--- config.mk ---
export PLATFORM = sky130hd
export DESIGN_NAME = fetch_unit
export DESIGN_NICKNAME = d
export VERILOG_FILES = /design/src/rtl/fetch_unit.sv
export SDC_FILE = /design/constraint.sdc
export NUM_CORES = 1
export LEC_CHECK = 0
export ABC_AREA = 1
export BUFFER_PORTS_ARGS = -buffer_cell sky130_fd_sc_hd__buf_2
export CAP_MARGIN = 0
export CORE_MARGIN = 3
export CORE_UTILIZATION = 56
export CTS_CLUSTER_SIZE = 30
export DETAILED_ROUTE_END_ITERATION = 12
export PLACE_DENSITY = 0.8
export SLEW_MARGIN = 20
export SYNTH_ARGS = -nofsm -noshare
export SYNTH_HDL_FRONTEND = slang
export SYNTH_SLANG_ARGS = --single-unit
--- constraint.sdc ---
create_clock -name clk_i -period 3.9 [get_ports clk_i]
set_clock_uncertainty 0.1 [all_clocks]
set_input_delay 0.585 -clock clk_i [delete_from_list [all_inputs] [get_ports clk_i]]
set_output_delay 0.585 -clock clk_i [all_outputs]
set_load 0.01 [all_outputs]
--- src/rtl/fetch_unit.sv ---
// fetch_unit: PC generation, imem read issue, prefetch FIFO and branch redirect.
// Optional macro FETCH_BYPASS_EN: live response bypasses an empty FIFO to decode.
//
// Ports:
//   clk_i, rst_ni          clock, async active-low reset
//   fetch_en_i             permit new reads (IDLE/RUN)
//   imem_addr_o/ren_o      word-aligned read request, combinational
//   imem_data_i            read data, one cycle after request
//   branch_i/target_i      single-cycle redirect
//   instr_o/pc_o/valid_o   decode side, handshake with instr_ready_i
//   misaligned_o           target had nonzero low bits (combinational)
module fetch_unit #(
    parameter logic [31:0] RESET_PC   = 32'h0000_0000,
    parameter int          FIFO_DEPTH = 2
) (
    input  logic        clk_i,
    input  logic        rst_ni,
    input  logic        fetch_en_i,
    output logic [31:0] imem_addr_o,
    output logic        imem_ren_o,
    input  logic [31:0] imem_data_i,
    input  logic        branch_i,
    input  logic [31:0] branch_target_i,
    output logic [31:0] instr_o,
    output logic [31:0] instr_pc_o,
    output logic        instr_valid_o,
    input  logic        instr_ready_i,
    output logic        misaligned_o
);

    localparam int PW = $clog2(FIFO_DEPTH);
    localparam int CW = PW + 1;

    localparam logic [0:0] S_IDLE = 1'b0;
    localparam logic [0:0] S_RUN  = 1'b1;

    logic [0:0]    state_q, state_d;
    logic [31:0]   pc_q, pc_d;
    logic          inflight_q, inflight_d;
    logic [31:0]   inflight_pc_q, inflight_pc_d;
    logic [31:0]   fifo_data_q [FIFO_DEPTH];
    logic [31:0]   fifo_pc_q   [FIFO_DEPTH];
    logic [PW-1:0] rd_ptr_q, wr_ptr_q;
    logic [CW-1:0] count_q, count_d;

    logic [31:0] target;
    logic [CW:0] occ;
    logic        fifo_empty;
    logic        rsp_live;
    logic        push;
    logic        pop;
    logic        fifo_pop;
    logic        room;
    logic        issue;

    assign target     = {branch_target_i[31:2], 2'b00};
    assign fifo_empty = (count_q == '0);
    // A redirect kills whatever response is arriving this cycle.
    assign rsp_live   = inflight_q & ~branch_i;
    assign pop        = instr_valid_o & instr_ready_i;

`ifdef FETCH_BYPASS_EN
    logic byp;
    assign byp           = fifo_empty & rsp_live;
    assign instr_valid_o = ~branch_i & (~fifo_empty | byp);
    assign instr_o       = byp ? imem_data_i   : fifo_data_q[rd_ptr_q];
    assign instr_pc_o    = byp ? inflight_pc_q : fifo_pc_q[rd_ptr_q];
    assign push          = rsp_live & ~(byp & instr_ready_i);
    assign fifo_pop      = pop & ~fifo_empty;
`else
    assign instr_valid_o = ~branch_i & ~fifo_empty;
    assign instr_o       = fifo_data_q[rd_ptr_q];
    assign instr_pc_o    = fifo_pc_q[rd_ptr_q];
    assign push          = rsp_live;
    assign fifo_pop      = pop;
`endif

    // Entries held plus the one in flight, less what leaves this cycle.
    // A pop always has a FIFO entry or a live response behind it.
    assign occ  = {1'b0, count_q}
                + {{CW{1'b0}}, inflight_q}
                - {{CW{1'b0}}, pop};
    assign room = occ < (CW + 1)'(FIFO_DEPTH);

    assign issue        = branch_i | ((state_q == S_RUN) & room);
    assign imem_ren_o   = issue;
    assign imem_addr_o  = branch_i ? target : pc_q;
    assign misaligned_o = branch_i & (|branch_target_i[1:0]);

    always_comb begin
        state_d       = fetch_en_i ? S_RUN : S_IDLE;
        pc_d          = pc_q;
        inflight_d    = issue;
        inflight_pc_d = inflight_pc_q;
        count_d       = count_q + CW'(push) - CW'(fifo_pop);
        if (issue) begin
            pc_d          = imem_addr_o + 32'd4;
            inflight_pc_d = imem_addr_o;
        end
        if (branch_i) begin
            count_d = '0;
        end
    end

    always_ff @(posedge clk_i or negedge rst_ni) begin
        if (!rst_ni) begin
            state_q       <= S_IDLE;
            pc_q          <= RESET_PC;
            inflight_q    <= 1'b0;
            inflight_pc_q <= '0;
            rd_ptr_q      <= '0;
            wr_ptr_q      <= '0;
            count_q       <= '0;
            for (int i = 0; i < FIFO_DEPTH; i++) begin
                fifo_data_q[i] <= '0;
                fifo_pc_q[i]   <= '0;
            end
        end else begin
            state_q       <= state_d;
            pc_q          <= pc_d;
            inflight_q    <= inflight_d;
            inflight_pc_q <= inflight_pc_d;
            count_q       <= count_d;
            if (push) begin
                fifo_data_q[wr_ptr_q] <= imem_data_i;
                fifo_pc_q[wr_ptr_q]   <= inflight_pc_q;
            end
            if (branch_i) begin
                rd_ptr_q <= '0;
                wr_ptr_q <= '0;
            end else begin
                rd_ptr_q <= rd_ptr_q + PW'(fifo_pop);
                wr_ptr_q <= wr_ptr_q + PW'(push);
            end
        end
    end

endmodule

==> results of run 1 <==
## worst reg2reg max path, delay by kind of cell, from the launching register on
kind / cells / cell delay (ps)
AO/OA/AOI/OAI: 1 / 190
adder cells (fa/ha/maj): 2 / 610
buffers and inverters: 6 / 960
flip-flops: 1 / 420
AND/OR/NAND/NOR: 8 / 710
## synth_stat cells, drive strengths merged
library cell	instances
a21oi	10
a31oi	7
and2	1
buf	21
clkbuf	35
dfrtp	196
fa	1
ha	6
inv	106
mux2	59
nand2	361
nand3	37
nand4	6
nor2	83
nor3	1
o211ai	6
o21a	1
o21ai	149
o21bai	1
or2	1
xnor2	2
xor2	3
## per-stage QoR
step	setup slack (ps)	util	hold slack, ps
global placement	622.0	0.6436	354.5
CTS	295.7	0.6793	179.7
floorplan	374.8	-	189.4
detailed placement	566.5	0.6436	365.5
finish	283.9	0.6793	160.3
global route	64.13	0.6793	183.2
## report_power, final
part	internal (mW)	total, mW	switching, mW
registers	2.98	3.59	0.602
logic	1.28	3.18	1.90
clock network	0.990	1.72	0.731
total	5.25	8.49	3.23
## kinds of logic after synthesis
kind of cell	share of synthesized area
AOI/OAI and AO/OA	0.09915
adders and majority gates	0.01014
muxes	0.07086
xor gates and xnor gates	0.004671
buffers and inverters	0.07272
and+or+nand+nor	0.2194
DFF	0.5231
## routing by layer
| layer | GRT usage | part of all wire | vias to the layer above |
|---|---|---|---|
| li1 | - | - | 3752 |
| met1 | 0.3558 | 0.46 | 3649 |
| met4 | 0.08175 | 0.021 | 0 |
| met2 | 0.3662 | 0.46 | 297 |
| met3 | 0.04086 | 0.064 | 38 |
| met5 | 0 | 0 | - |
## how the worst min path moves through the flow
stage | cells past startpoint | to
after global routing | 1 | state_q$_DFF_PN0_
after CTS | 1 | fifo_data_q[23]$_DFFE_PN0P_
final | 1 | fifo_data_q[23]$_DFFE_PN0P_
after detailed placement | 2 | fifo_pc_q[33]$_DFFE_PN0P_
after floorplan | 0 | count_q[0]$_DFF_PN0_
after global placement | 2 | pc_q[3]$_DFFE_PN0P_
## layout make-up
type	instances	area, um2
clock buffers	22	474.2
clock inverters	8	102.6
fillers	1322	5167
inverters	106	402.9
multi-input cells	735	3805
flip-flops and latches	196	4908
well taps	216	270.3
repair buffers	179	984.7
## sequential cells by signal (all words and copies together), names as in the netlist
register and cells:
inflight_q 1, rd_ptr_q 1, count_q 2, state_q 1, inflight_pc_q 30, fifo_pc_q 64, pc_q 32, wr_ptr_q 1
fifo_data_q 64
==> metrics, run 1 <==
status=complete, no violations; RR Endpoint=pc_q[19]$_DFFE_PN0P_; Lkg Pwr=5.359 nW; H-tree depth=4; sequential area share after synthesis=0.5231; Worst setup SP type=flip-flop; RSZ-0062 raised after global routing=no; share of cells above drive strength 1=0.2560; core area=0.01612 mm2; r2r startpoint=count_q[1]$_DFF_PN0_; CP Capture Type=primary output; placement row count=46; drt pass-1 iters=5; GRT Total Usage=0.2413; Largest stage delay, worst path=480 ps; Die Y=135.4 um; Clk pin slew, worst setup/hold paths=70 ps; most frequent cells in the layout=nand2_1 (335), dfrtp_1 (195), buf_2 (166), o21ai_0 (143), inv_1 (104); initial antenna violation count=0; gp weighted congestion=0.8820; Worst VDD drop=548.0 uV; clk root buf=clkbuf_16; drt wl/cell=14.77 um; post-synth top area share=0.5231; Residual DRC=0; synthesized area per cell=8.579 um2; Post-DRT Antenna Nets=0; fmax=0.2765 GHz; first-pass GRT wire length=35.65 mm; cts hold-fix bufs=0; final period utilization=0.9272; crit-path max FO=25; Worst setup endpoint=imem_ren_o; Yosys top cell by area=dfrtp_1; non-filler cells, final=1462; TritonCTS Sinks=196; Layout area overhead=16.76%; CTS max path bufs=2; max_cap viols=0; Slew Limit Fails=0; Final Hold Violating Endpoints=0; I/O pin count=168; HPWL after detailed placement=14.88 mm; worst skew pair latency=420 ps; Most Frequent Cell on Critical Path=inv_1; Synth Warn #=0; syn_nets=1169; R2R cell count=17; drt total wl=21.60 mm; worst path cell trace=inv_1 -> a21oi_1 -> nand2_1 -> inv_1 -> ha_1 -> inv_1 -> nand2_1 -> fa_1 -> nand4_1 -> nand2_2 -> buf_4 -> buf_2; Finished Cell Area=0.01095 mm2; routed vias/inst=5.291; Iter 0 DRT Violations=553; CTS buffer count=17; Rel. slew slack=0.3378; Die Span X=135.4 um; largest net degree at the start of global routing=113; Placed Cells=1432; commonest non-fill, non-tap cell in the layout=nand2_1; final layout net count=1311; Worst Path Required=3210 ps; Final setup viols=0; # Post-CTS Setup Buffers=0; Critical-path top delay cell=fa_1; CP Data Arrival Time=2930 ps; largest delay contributor family on the critical path=buffers and inverters; Worst Hold Class=in -> async; Synth cell types=35; GRT overflow=0; cell depth of the worst setup path=12; number of register bits inferred by synthesis=196; vias in the first global route=7197; FF-to-FF setup slack=800 ps; Crit Path Class=reg -> out; buffers and inverters on the worst path=5; Slew @ Worst Pin=993.3 ps; die area=0.01833 mm2; Post-Syn Area=0.009376 mm2; Placed Area=0.01037 mm2; CP startpoint=count_q[1]$_DFF_PN0_; post-CTS resize count=0; Post-Synthesis Cells=1093; crit path time final=3616 ps; cells taking the most area after synthesis=dfrtp_1 (52%), nand2_1 (13%), o21ai_0 (7.6%); Port Buf Inserts=167; effective utilization at floorplan=0.5818; Tot Pwr=8.487 mW; setup_tns=0 ps; n_diodes=0; Pwr Density=775.2 mW/mm2; DR vias=7736; CTS tree=yes
Power figures use the tool's default switching activity.
==> run 2, diff against run 1 <==
--- a/config.mk
+++ b/config.mk
@@ -12,7 +12,7 @@
 export CORE_UTILIZATION = 56
 export CTS_CLUSTER_SIZE = 30
 export DETAILED_ROUTE_END_ITERATION = 12
-export PLACE_DENSITY = 0.8
+export PLACE_DENSITY = 0.9
 export SLEW_MARGIN = 20
 export SYNTH_ARGS = -nofsm -noshare
 export SYNTH_HDL_FRONTEND = slang
==> run 2 against run 1 <==
Net effect: critical path depth decreased by 1; first-iteration DRC count decreased by 1.6%; die area unchanged; global-route usage grew 0.40 points; utilization is 0.43 points higher; final area is 0.64% higher; sequential power barely moved; via count grew 1.6%; non-clock buffer count up 1; worst setup slack improved by 250 ps.
==> metrics, run 2 (synthesized netlist as in run 1, its figures left out) <==
GRT Total Usage=0.2453; routed vias/inst=5.363; Clk pwr share=0.216; clk root buf=clkbuf_16; DR vias=7862; Port Buf Inserts=167; Switching Share=0.3819; initial antenna violation count=1; Layout area overhead=17.51%; Critical-path top delay cell=fa_1; Seq pwr share=0.415; RSZ-0062 raised after global routing=no; Most Frequent Cell on Critical Path=inv_1; CTS max path bufs=2; cts hold-fix bufs=0; drt total wl=22.07 mm; Final Hold Violating Endpoints=0; CP Data Arrival Time=2680 ps; Rel. slew slack=0.3722; dpl ws=592.1 ps; CP Capture Type=primary output; Lkg Pwr=5.387 nW; status=complete, no violations; worst skew pair latency=430 ps; cell depth of the worst setup path=11; final layout net count=1312; met2 usage=0.3767; Slew @ Worst Pin=941.7 ps; Worst Path Required=3210 ps; CTS tree=yes; Worst setup SP type=flip-flop; fin worst setup slack=538.0 ps; largest delay contributor family on the critical path=adder cells; Pint=5.367 mW; most frequent cells in the layout=nand2_1 (335), dfrtp_1 (195), buf_2 (166), o21ai_0 (143), inv_1 (104); max_cap viols=0; Clk pin slew, worst setup/hold paths=70 ps; Pwr Density=788.1 mW/mm2; first-pass GRT wire length=36.02 mm; Largest stage delay, worst path=480 ps; I/O pin count=168; HPWL after detailed placement=15.31 mm; Net Switching=3.316 mW; fin util=0.6837; Final setup viols=0; Comb power frac=0.370; drt pass-1 iters=7; drt wl/cell=15.05 um; Placed Cells=1433; Worst Hold Class=in -> async; die area=0.01833 mm2; buffers and inverters on the worst path=4; Iter 0 DRT Violations=544; effective utilization at floorplan=0.5818; setup_tns=0 ps; Min Hold Slack=112.5 ps; share of cells above drive strength 1=0.2586; crit path time final=3362 ps; core area=0.01612 mm2; largest net degree at the start of global routing=107; non-filler cells, final=1466; Slew Limit Fails=0; # Post-CTS Setup Buffers=0; CTS buffer count=17; GR Util met1=0.3563; commonest non-fill, non-tap cell in the layout=nand2_1; final period utilization=0.8620; H-tree depth=4; Placed Area=0.01038 mm2; placement row count=46; Crit Path Class=reg -> out; GR peak layer=met2; Die Y=135.4 um; GR Util met3=0.04383; vias in the first global route=7374; crit-path max FO=4; worst path cell trace=inv_1 -> a21oi_1 -> nand2_1 -> inv_1 -> ha_1 -> inv_1 -> nand2_1 -> fa_1 -> nand4_1 -> nand2_2 -> buf_2; Tot Pwr=8.683 mW; fmax=0.2974 GHz; largest registers=fifo_data_q (64), fifo_pc_q (64), pc_q (32); R2R cell count=17; Finished Cell Area=0.01102 mm2; Worst VDD drop=405.0 uV; GRT overflow=0; Post-DRT Antenna Nets=0; Residual DRC=0; TritonCTS Sinks=196; post-CTS resize count=0; gp weighted congestion=0.9597; Die Span X=135.4 um
run 2: area by class of cell:
| type | count | area [um2] |
|---|---|---|
| Antenna cell | 1 | 2.502 |
| Clock buffer | 19 | 442.9 |
| Clock inverter | 13 | 193.9 |
| Fill cell | 1227 | 5097 |
| Inverter | 106 | 402.9 |
| Multi-Input combinational cell | 735 | 3805 |
| Sequential cell | 196 | 4908 |
| Tap cell | 216 | 270.3 |
| Timing Repair Buffer | 180 | 992.2 |
run 2: worst register-to-register path: stages (launching register included):
cell     delay [ps]
dfrtp_1         450
inv_1            90
a21oi_1         190
nand2_1         100
inv_1            90
ha_1            230
inv_1            70
nand2_1          60
fa_1            390
inv_1            70
nand2_1          50
nand4_1         160
nand2_2         110
inv_2           340
buf_12          280
nor2_1          100
nand3_1         100
nand3_1          70
run 2: worst paths after layout:
kind,slack (ps),startpoint,endpoint
setup / recovery,540,count_q[1]$_DFF_PN0_,imem_ren_o
hold / removal,110,rst_ni,fifo_data_q[25]$_DFFE_PN0P_
setup reg to reg,730,count_q[1]$_DFF_PN0_,pc_q[19]$_DFFE_PN0P_
hold reg to reg,380,pc_q[0]$_DFFE_PN0P_,fifo_pc_q[32]$_DFFE_PN0P_
max in group asynchronous,2710,rst_ni,fifo_data_q[15]$_DFFE_PN0P_
min in group clk_i,170,fetch_en_i,state_q$_DFF_PN0_
run 2: routing by layer:
layer	up-vias	routed length (um)	share of wire
met4	0	410	0.019
met3	30	1700	0.077
met5	-	0	0
met1	3704	9685	0.44
li1	3770	-	-
met2	358	10270	0.47
run 2: power by group through the flow:
stage	clock, mW	sequential [mW]	combinational [mW]
final	1.87	3.60	3.21
after global routing	1.99	3.71	3.61
after CTS	1.90	3.59	3.23
after detailed placement	0	3.61	3.20
after global placement	0	3.57	3.06
after floorplan	0	3.34	2.24
